$ cat src/rtl/approx_mul_pkg.sv
// Shared types for the sequential approximate multiplier family.
// Holds the mode and FSM encodings plus the effective-mode decode.
package approx_mul_pkg;

    typedef enum logic [1:0] {
        MODE_EXACT      = 2'b00,
        MODE_TRUNC      = 2'b01,
        MODE_TRUNC_COMP = 2'b10,
        MODE_RSVD       = 2'b11
    } mode_e;

    typedef enum logic [1:0] {
        ST_IDLE = 2'b00,
        ST_BUSY = 2'b01,
        ST_DONE = 2'b10
    } state_e;

    // Reserved mode and zero truncation both collapse to exact.
    function automatic mode_e eff_mode(
        input logic [1:0] mode,
        input logic       k_zero
    );
        if (k_zero || mode == MODE_EXACT || mode == MODE_RSVD)
            return MODE_EXACT;
        return mode_e'(mode);
    endfunction

endpackage

$ cat src/rtl/approx_pp_mask.sv
// One shifted partial product with its low k columns optionally cleared.
// Purely combinational so array or pipelined variants can reuse it.
module approx_pp_mask import approx_mul_pkg::*; #(
    parameter int WIDTH = 8,
    parameter int KW    = $clog2(WIDTH + 1)
) (
    input  logic [WIDTH-1:0]   i_a,
    input  logic               i_b_bit,
    input  logic [KW-1:0]      i_cnt,
    input  logic [KW-1:0]      i_k,
    input  logic               i_trunc,
    output logic [2*WIDTH-1:0] o_pp
);

    logic [2*WIDTH-1:0] w_shift;
    logic [2*WIDTH-1:0] w_keep;

    // Shift the multiplicand into place and drop the truncated columns.
    always_comb begin
        w_shift = {{WIDTH{1'b0}}, i_a} << i_cnt;
        w_keep  = {(2*WIDTH){1'b1}} << i_k;
        o_pp    = '0;
        if (i_b_bit)
            o_pp = i_trunc ? (w_shift & w_keep) : w_shift;
    end

endmodule

$ cat src/rtl/approx_mul_seq.sv
// Shift-add approximate multiplier, one multiplier bit per cycle.
// Truncation level and compensation are chosen per operation.
module approx_mul_seq import approx_mul_pkg::*; #(
    parameter int WIDTH = 8,
    parameter int KW    = $clog2(WIDTH + 1)
) (
    input  logic               clk,
    input  logic               rst,
    input  logic               in_valid,
    output logic               in_ready,
    input  logic [WIDTH-1:0]   in_a,
    input  logic [WIDTH-1:0]   in_b,
    input  logic [1:0]         in_mode,
    input  logic [KW-1:0]      in_k,
    output logic               out_valid,
    input  logic               out_ready,
    output logic [2*WIDTH-1:0] out_p,
    output logic               out_exact
);

    state_e             r_state;
    state_e             w_state_nxt;
    logic [WIDTH-1:0]   r_a;
    logic [WIDTH-1:0]   r_b;
    mode_e              r_mode;
    logic [KW-1:0]      r_k;
    logic [KW-1:0]      r_cnt;
    logic               r_nz;
    logic [2*WIDTH-1:0] r_acc;
    logic [2*WIDTH-1:0] r_out_p;
    logic               r_in_ready;
    logic               r_out_valid;
    logic               r_out_exact;

    logic [KW-1:0]      w_k_clamp;
    logic               w_last;
    logic               w_b_bit;
    logic               w_trunc;
    logic [2*WIDTH-1:0] w_pp;
    logic [2*WIDTH-1:0] w_comp;

    // Operand-side decode: clamp k, pick the current bit, build the bonus.
    always_comb begin
        w_k_clamp = (in_k > KW'(WIDTH)) ? KW'(WIDTH) : in_k;
        w_last    = (r_cnt == KW'(WIDTH));
        w_b_bit   = |(r_b & (WIDTH'(1) << r_cnt));
        w_trunc   = (r_mode != MODE_EXACT);
        w_comp    = '0;
        if (r_mode == MODE_TRUNC_COMP && r_nz)
            w_comp = {{(2*WIDTH-1){1'b0}}, 1'b1} << (r_k - KW'(1));
    end

    approx_pp_mask #(
        .WIDTH (WIDTH),
        .KW    (KW)
    ) u_pp (
        .i_a     (r_a),
        .i_b_bit (w_b_bit),
        .i_cnt   (r_cnt),
        .i_k     (r_k),
        .i_trunc (w_trunc),
        .o_pp    (w_pp)
    );

    // State register.
    always_ff @(posedge clk or posedge rst) begin
        if (rst)
            r_state <= ST_IDLE;
        else
            r_state <= w_state_nxt;
    end

    // Next-state logic; the extra BUSY step at cnt==WIDTH applies the bonus.
    always_comb begin
        w_state_nxt = r_state;
        unique case (r_state)
            ST_IDLE: if (in_valid)  w_state_nxt = ST_BUSY;
            ST_BUSY: if (w_last)    w_state_nxt = ST_DONE;
            ST_DONE: if (out_ready) w_state_nxt = ST_IDLE;
            default:                w_state_nxt = ST_IDLE;
        endcase
    end

    // Datapath and registered handshake outputs.
    always_ff @(posedge clk or posedge rst) begin
        if (rst) begin
            r_a         <= '0;
            r_b         <= '0;
            r_mode      <= MODE_EXACT;
            r_k         <= '0;
            r_cnt       <= '0;
            r_nz        <= 1'b0;
            r_acc       <= '0;
            r_out_p     <= '0;
            r_in_ready  <= 1'b1;
            r_out_valid <= 1'b0;
            r_out_exact <= 1'b0;
        end else begin
            r_in_ready  <= (w_state_nxt == ST_IDLE);
            r_out_valid <= (w_state_nxt == ST_DONE);
            unique case (r_state)
                ST_IDLE: begin
                    if (in_valid) begin
                        r_a    <= in_a;
                        r_b    <= in_b;
                        r_k    <= w_k_clamp;
                        r_mode <= eff_mode(in_mode, w_k_clamp == '0);
                        r_nz   <= (in_a != '0) && (in_b != '0);
                        r_acc  <= '0;
                        r_cnt  <= '0;
                    end
                end
                ST_BUSY: begin
                    if (!w_last) begin
                        r_acc <= r_acc + w_pp;
                        r_cnt <= r_cnt + KW'(1);
                    end else begin
                        r_out_p     <= r_acc + w_comp;
                        r_out_exact <= (r_mode == MODE_EXACT);
                    end
                end
                default: ;
            endcase
        end
    end

    assign in_ready  = r_in_ready;
    assign out_valid = r_out_valid;
    assign out_p     = r_out_p;
    assign out_exact = r_out_exact;

endmodule
$ cat config.mk
export PLATFORM = sky130hd
export DESIGN_NAME = approx_mul_seq
export DESIGN_NICKNAME = d
export VERILOG_FILES = /design/src/rtl/approx_mul_pkg.sv /design/src/rtl/approx_pp_mask.sv /design/src/rtl/approx_mul_seq.sv
export SDC_FILE = /design/constraint.sdc
export NUM_CORES = 1
export LEC_CHECK = 0
export CAP_MARGIN = 20
export CORE_MARGIN = 2
export CORE_UTILIZATION = 55
export DETAILED_ROUTE_END_ITERATION = 7
export GPL_ROUTABILITY_DRIVEN = 0
export PLACE_DENSITY = 0.77
export REMOVE_ABC_BUFFERS = 1
export SKIP_CTS_REPAIR_TIMING = 1
export SLEW_MARGIN = 20
export SYNTH_ARGS = -nofsm -noshare
export SYNTH_HDL_FRONTEND = slang
export SYNTH_HIERARCHICAL = 1
export SYNTH_SLANG_ARGS = --single-unit
$ cat constraint.sdc
create_clock -name clk -period 7.5 [get_ports clk]
set_input_delay 0.75 -clock clk [delete_from_list [all_inputs] [get_ports clk]]
set_output_delay 0.75 -clock clk [all_outputs]
set_load 0.01 [all_outputs]
==> key figures <==
STA
  • Slew margin rel.: about 42%
  • Unrepaired setup endpoints after global routing: no
  • Worst Slack Setup Final: around 2500 ps
  • Min Tclk post-route: between 4000 and 5000 ps
  • Setup violations, final: 0
  • Worst Max-Slew Pin Slew: ~860 ps
  • Period utilisation layout: 66.6%
  • Endpoints failing hold: 0
  • Hold WS: slightly below 500 ps
  • Highest Clock Rate: 200 MHz
  • Setup TNS: 0 ps
  • Post-Route Skew: ~13 ps
  • Pins over their slew limit: 0

Pwr
  • Peak VDD IR: 225 µV
  • Switch Pwr: about 0.0010 W
  • Pint: 0.00126 W
  • Clock power frac: 14.2%
  • Leak: about 2.4 nW
  • Gate power share: between 50 and 60%
  • Power Total: between 0.002 and 0.0025 W
  • Sw frac: between 40% and 50%
  • P per Cell Area: between 400 and 500 nW/µm²
  • Sequential power share: 31.1%

Global route
  • First-pass GRT wire length: roughly 18,000 µm
  • GRT Total Usage: 24.8%
  • Pin count of the biggest net entering global routing: between 60 and 70
  • Initial antenna violation count: 0
  • GRT Residual Overflow: 0
  • Vias in the first global route: approximately 3.9k

Worst setup path
  • Critical path data required time: roughly 7700 ps
  • Worst Reg-to-Reg Cells: 18
  • R2R Path Start: r_cnt[0]
  • CP max stage cell: dfrtp_1
  • Critical path class: reg -> reg
  • Reg-to-reg endpoint: r_acc[12]
  • Critical path startpoint category: register
  • Crit Path Max Fanout: 22
  • Kind of end point of the critical path: register
  • Largest stage delay, worst path: ~900 ps
  • Worst Path Arrival: between 5000 and 6000 ps
  • Reg2reg setup slack: 2500 ps
  • CP cell instances: inv_1, ha_1, a222oi_1, nand2_1, a222oi_1, nor2_1, nor2b_1, nand2_1, a2111oi_2, ha_1, fa_1, a211oi_1, o21ai_1, a41o_1, a21o_1, a21o_1, xnor2_1, o21ai_1

Floorplan
  • Num ports: 45
  • Initial Util: between 50 and 60%
  • Die width: 96.2 µm
  • Rows: 33
  • Core ar.: roughly 8200 µm²
  • Die area: around 9000 µm²
  • Die Y: ~96 µm

Synth
  • Main combinational cell family by area after synthesis: compound AO/OA/AOI/OAI gates
  • FFs w/ async S/R, synth: between 90% and 100%
  • Post-synth top area share: between 30% and 40%
  • Sequential-to-total area share from yosys stat: around 34%
  • Mux share of post-synthesis cell area: a little under a tenth
  • Yosys warns: 6
  • Main area contributors after synthesis: dfrtp_1 (34%), ha_1 (9.6%), o21ai_0 (5.5%), nand2_1 (5.1%), mux2_2 (5.1%)
  • XOR/XNOR Fraction of Synth Area: between 4 and 5%
  • Post-synthesis compound-gate area fraction: about a fifth
  • Avg Inst Size Synth: between 9 and 10 µm²
  • Number of flops mapped to enable cells by yosys: 0
  • Mapped Cells: about 520
  • Biggest area consumer among synthesized cells: dfrtp_1
  • Top_reg_cell synth: dfrtp_1
  • Post-synthesis adder-cell area fraction: a little over a tenth
  • Netlist cell types: 61
  • Share of synthesized cell area in and, or, nand and nor gates: between 10% and 20%
  • Yosys reg bits: 64
  • Mapped cell area: 4680 µm²

Placement
  • Port buffer count: 44
  • HPWL Detailed: 7920 µm
  • Post-Place Setup Slack: around 2600 ps

Clocking
  • Clk Latency, worst-skew pair: around 360 ps
  • # H-tree levels: 3
  • CTS tree: built
  • Clock Tree Buf Depth: 2
  • CTS Root Cell: clkbuf_8
  • Clk pin slew, worst setup/hold paths: around 80 ps
  • CTS buffer count: 9
  • CTS sink cnt: 64

Cells and area
  • Fraction of layout cells with a size suffix above 1: around 10%
  • Most common cell after layout, fill and taps aside: nand2_1
  • P&R area growth vs syn: 15.4%
  • N_diodes: 0
  • Most frequent cells in the layout: nand2_1 (64), dfrtp_1 (63), o21ai_0 (50)
  • # nets final: 620

Hold path
  • Hold depth: 2
  • Hold Path Class: reg -> reg
  • HP Start: out_exact
  • Hold-critical path endpoint: out_exact

Outcome
  • Status: finished, final reports clean

Run
  • Max-cap violations: 0

Drt
  • Routed via count: 4,030
  • Iter 0 DRT Violations: 198
  • Total Wirelength: approximately 11,000 µm
  • Drt pass-1 iters: 5
  • DRT antenna net count: 0
  • # DRC: 0
  • Via density: 6.05
  • Wire per inst: between 15 and 20 µm
==> synth_stat cells (4+ instances only) <==
cell / number
a211oi_1: 5
nand2b_1: 11
mux2i_1: 16
nor2b_1: 8
nor4_1: 5
mux2_2: 21
inv_1: 13
xor2_1: 14
o21ai_0: 51
a21o_1: 15
a21oi_1: 21
nor2_1: 44
o31ai_1: 4
dfrtp_1: 63
a311oi_1: 6
nand2_1: 64
clkbuf_1: 14
xnor2_1: 11
ha_1: 36
nor3_1: 10
a31oi_1: 5
nand3_1: 17
==> power groups by stage <==
stage / combinational, W / sequential [W] / clock, W
after floorplan: 0.000908 / 0.000676 / 0
final: 0.00126 / 0.000719 / 0.000329
after global routing: 0.00141 / 0.000743 / 0.000348
after global placement: 0.00120 / 0.000704 / 0
after CTS: 0.00125 / 0.000714 / 0.000334
after detailed placement: 0.00124 / 0.000721 / 0
==> how the worst max path moves through the flow <==
stage | start | to | slack (ps) | depth (start not counted)
finish | r_cnt[0] | r_acc[12] | 2500 | 18
global route | r_cnt[0] | r_acc[14] | 2130 | 17
detailed placement | r_cnt[0] | r_acc[14] | 2600 | 17
global placement | r_cnt[0] | r_acc[12] | 2860 | 18
CTS | r_cnt[0] | r_acc[12] | 2580 | 18
floorplan | r_cnt[0] | r_acc[12] | 3120 | 18
==> sequential cells by signal, indices dropped and copies added, names as in the netlist, 2 cells and up <==
| signal | count |
|---|---|
| r_acc | 16 |
| out_p | 16 |
| r_k | 4 |
| r_mode | 2 |
| r_b | 8 |
| r_state | 2 |
| r_a | 8 |
| r_cnt | 4 |
==> logic make-up (layout without fill, tap and decap cells) <==
| logic type | count (synthesis) | in the layout |
|---|---|---|
| buffers and inverters | 34 | 77 |
| and+or+nand+nor | 177 | 177 |
| muxes | 39 | 39 |
| DFF | 64 | 64 |
| AOI/OAI and AO/OA | 141 | 141 |
| xor gates and xnor gates | 25 | 25 |
| adders and majority gates | 38 | 38 |
==> cell type report <==
class / instances / area [µm²]
Timing Repair Buffer: 48 / 478
Clock inverter: 5 / 81.3
Tap cell: 105 / 131
Sequential cell: 64 / 1600
Fill cell: 686 / 2820
Inverter: 13 / 48.8
Clock buffer: 11 / 131
Multi-Input combinational cell: 420 / 2920
==> critical path: cells and delay by family, from the launching register on <==
| kind | cells | cell delay (ps) |
|---|---|---|
| compound gates | 9 | 1980 |
| xor+xnor | 1 | 150 |
| fa+ha+maj | 3 | 1000 |
| buf+inv | 1 | 150 |
| flops | 1 | 890 |
| simple gates | 4 | 710 |
==> metal layers <==
metal  wire (µm)  GRT usage (%)  vias to the layer above  share of wire, %
met4         321           11.8                        0               3.0
met3         460           3.99                       26               4.4
li1            -              -                     1963                 -
met2        5190           43.3                      112                49
met1        4560           29.6                     1929                43
met5           0              0                        -                 0
==> through the flow <==
stage	cells	utilization [%]	area (µm²)
after floorplan	497	-	4580
after global placement	649	62.9	5170
after detailed placement	649	62.9	5170
after CTS	665	65.5	5380
after global routing	666	65.7	5400
final	666	65.7	5400
Power figures use the tool's default switching activity.
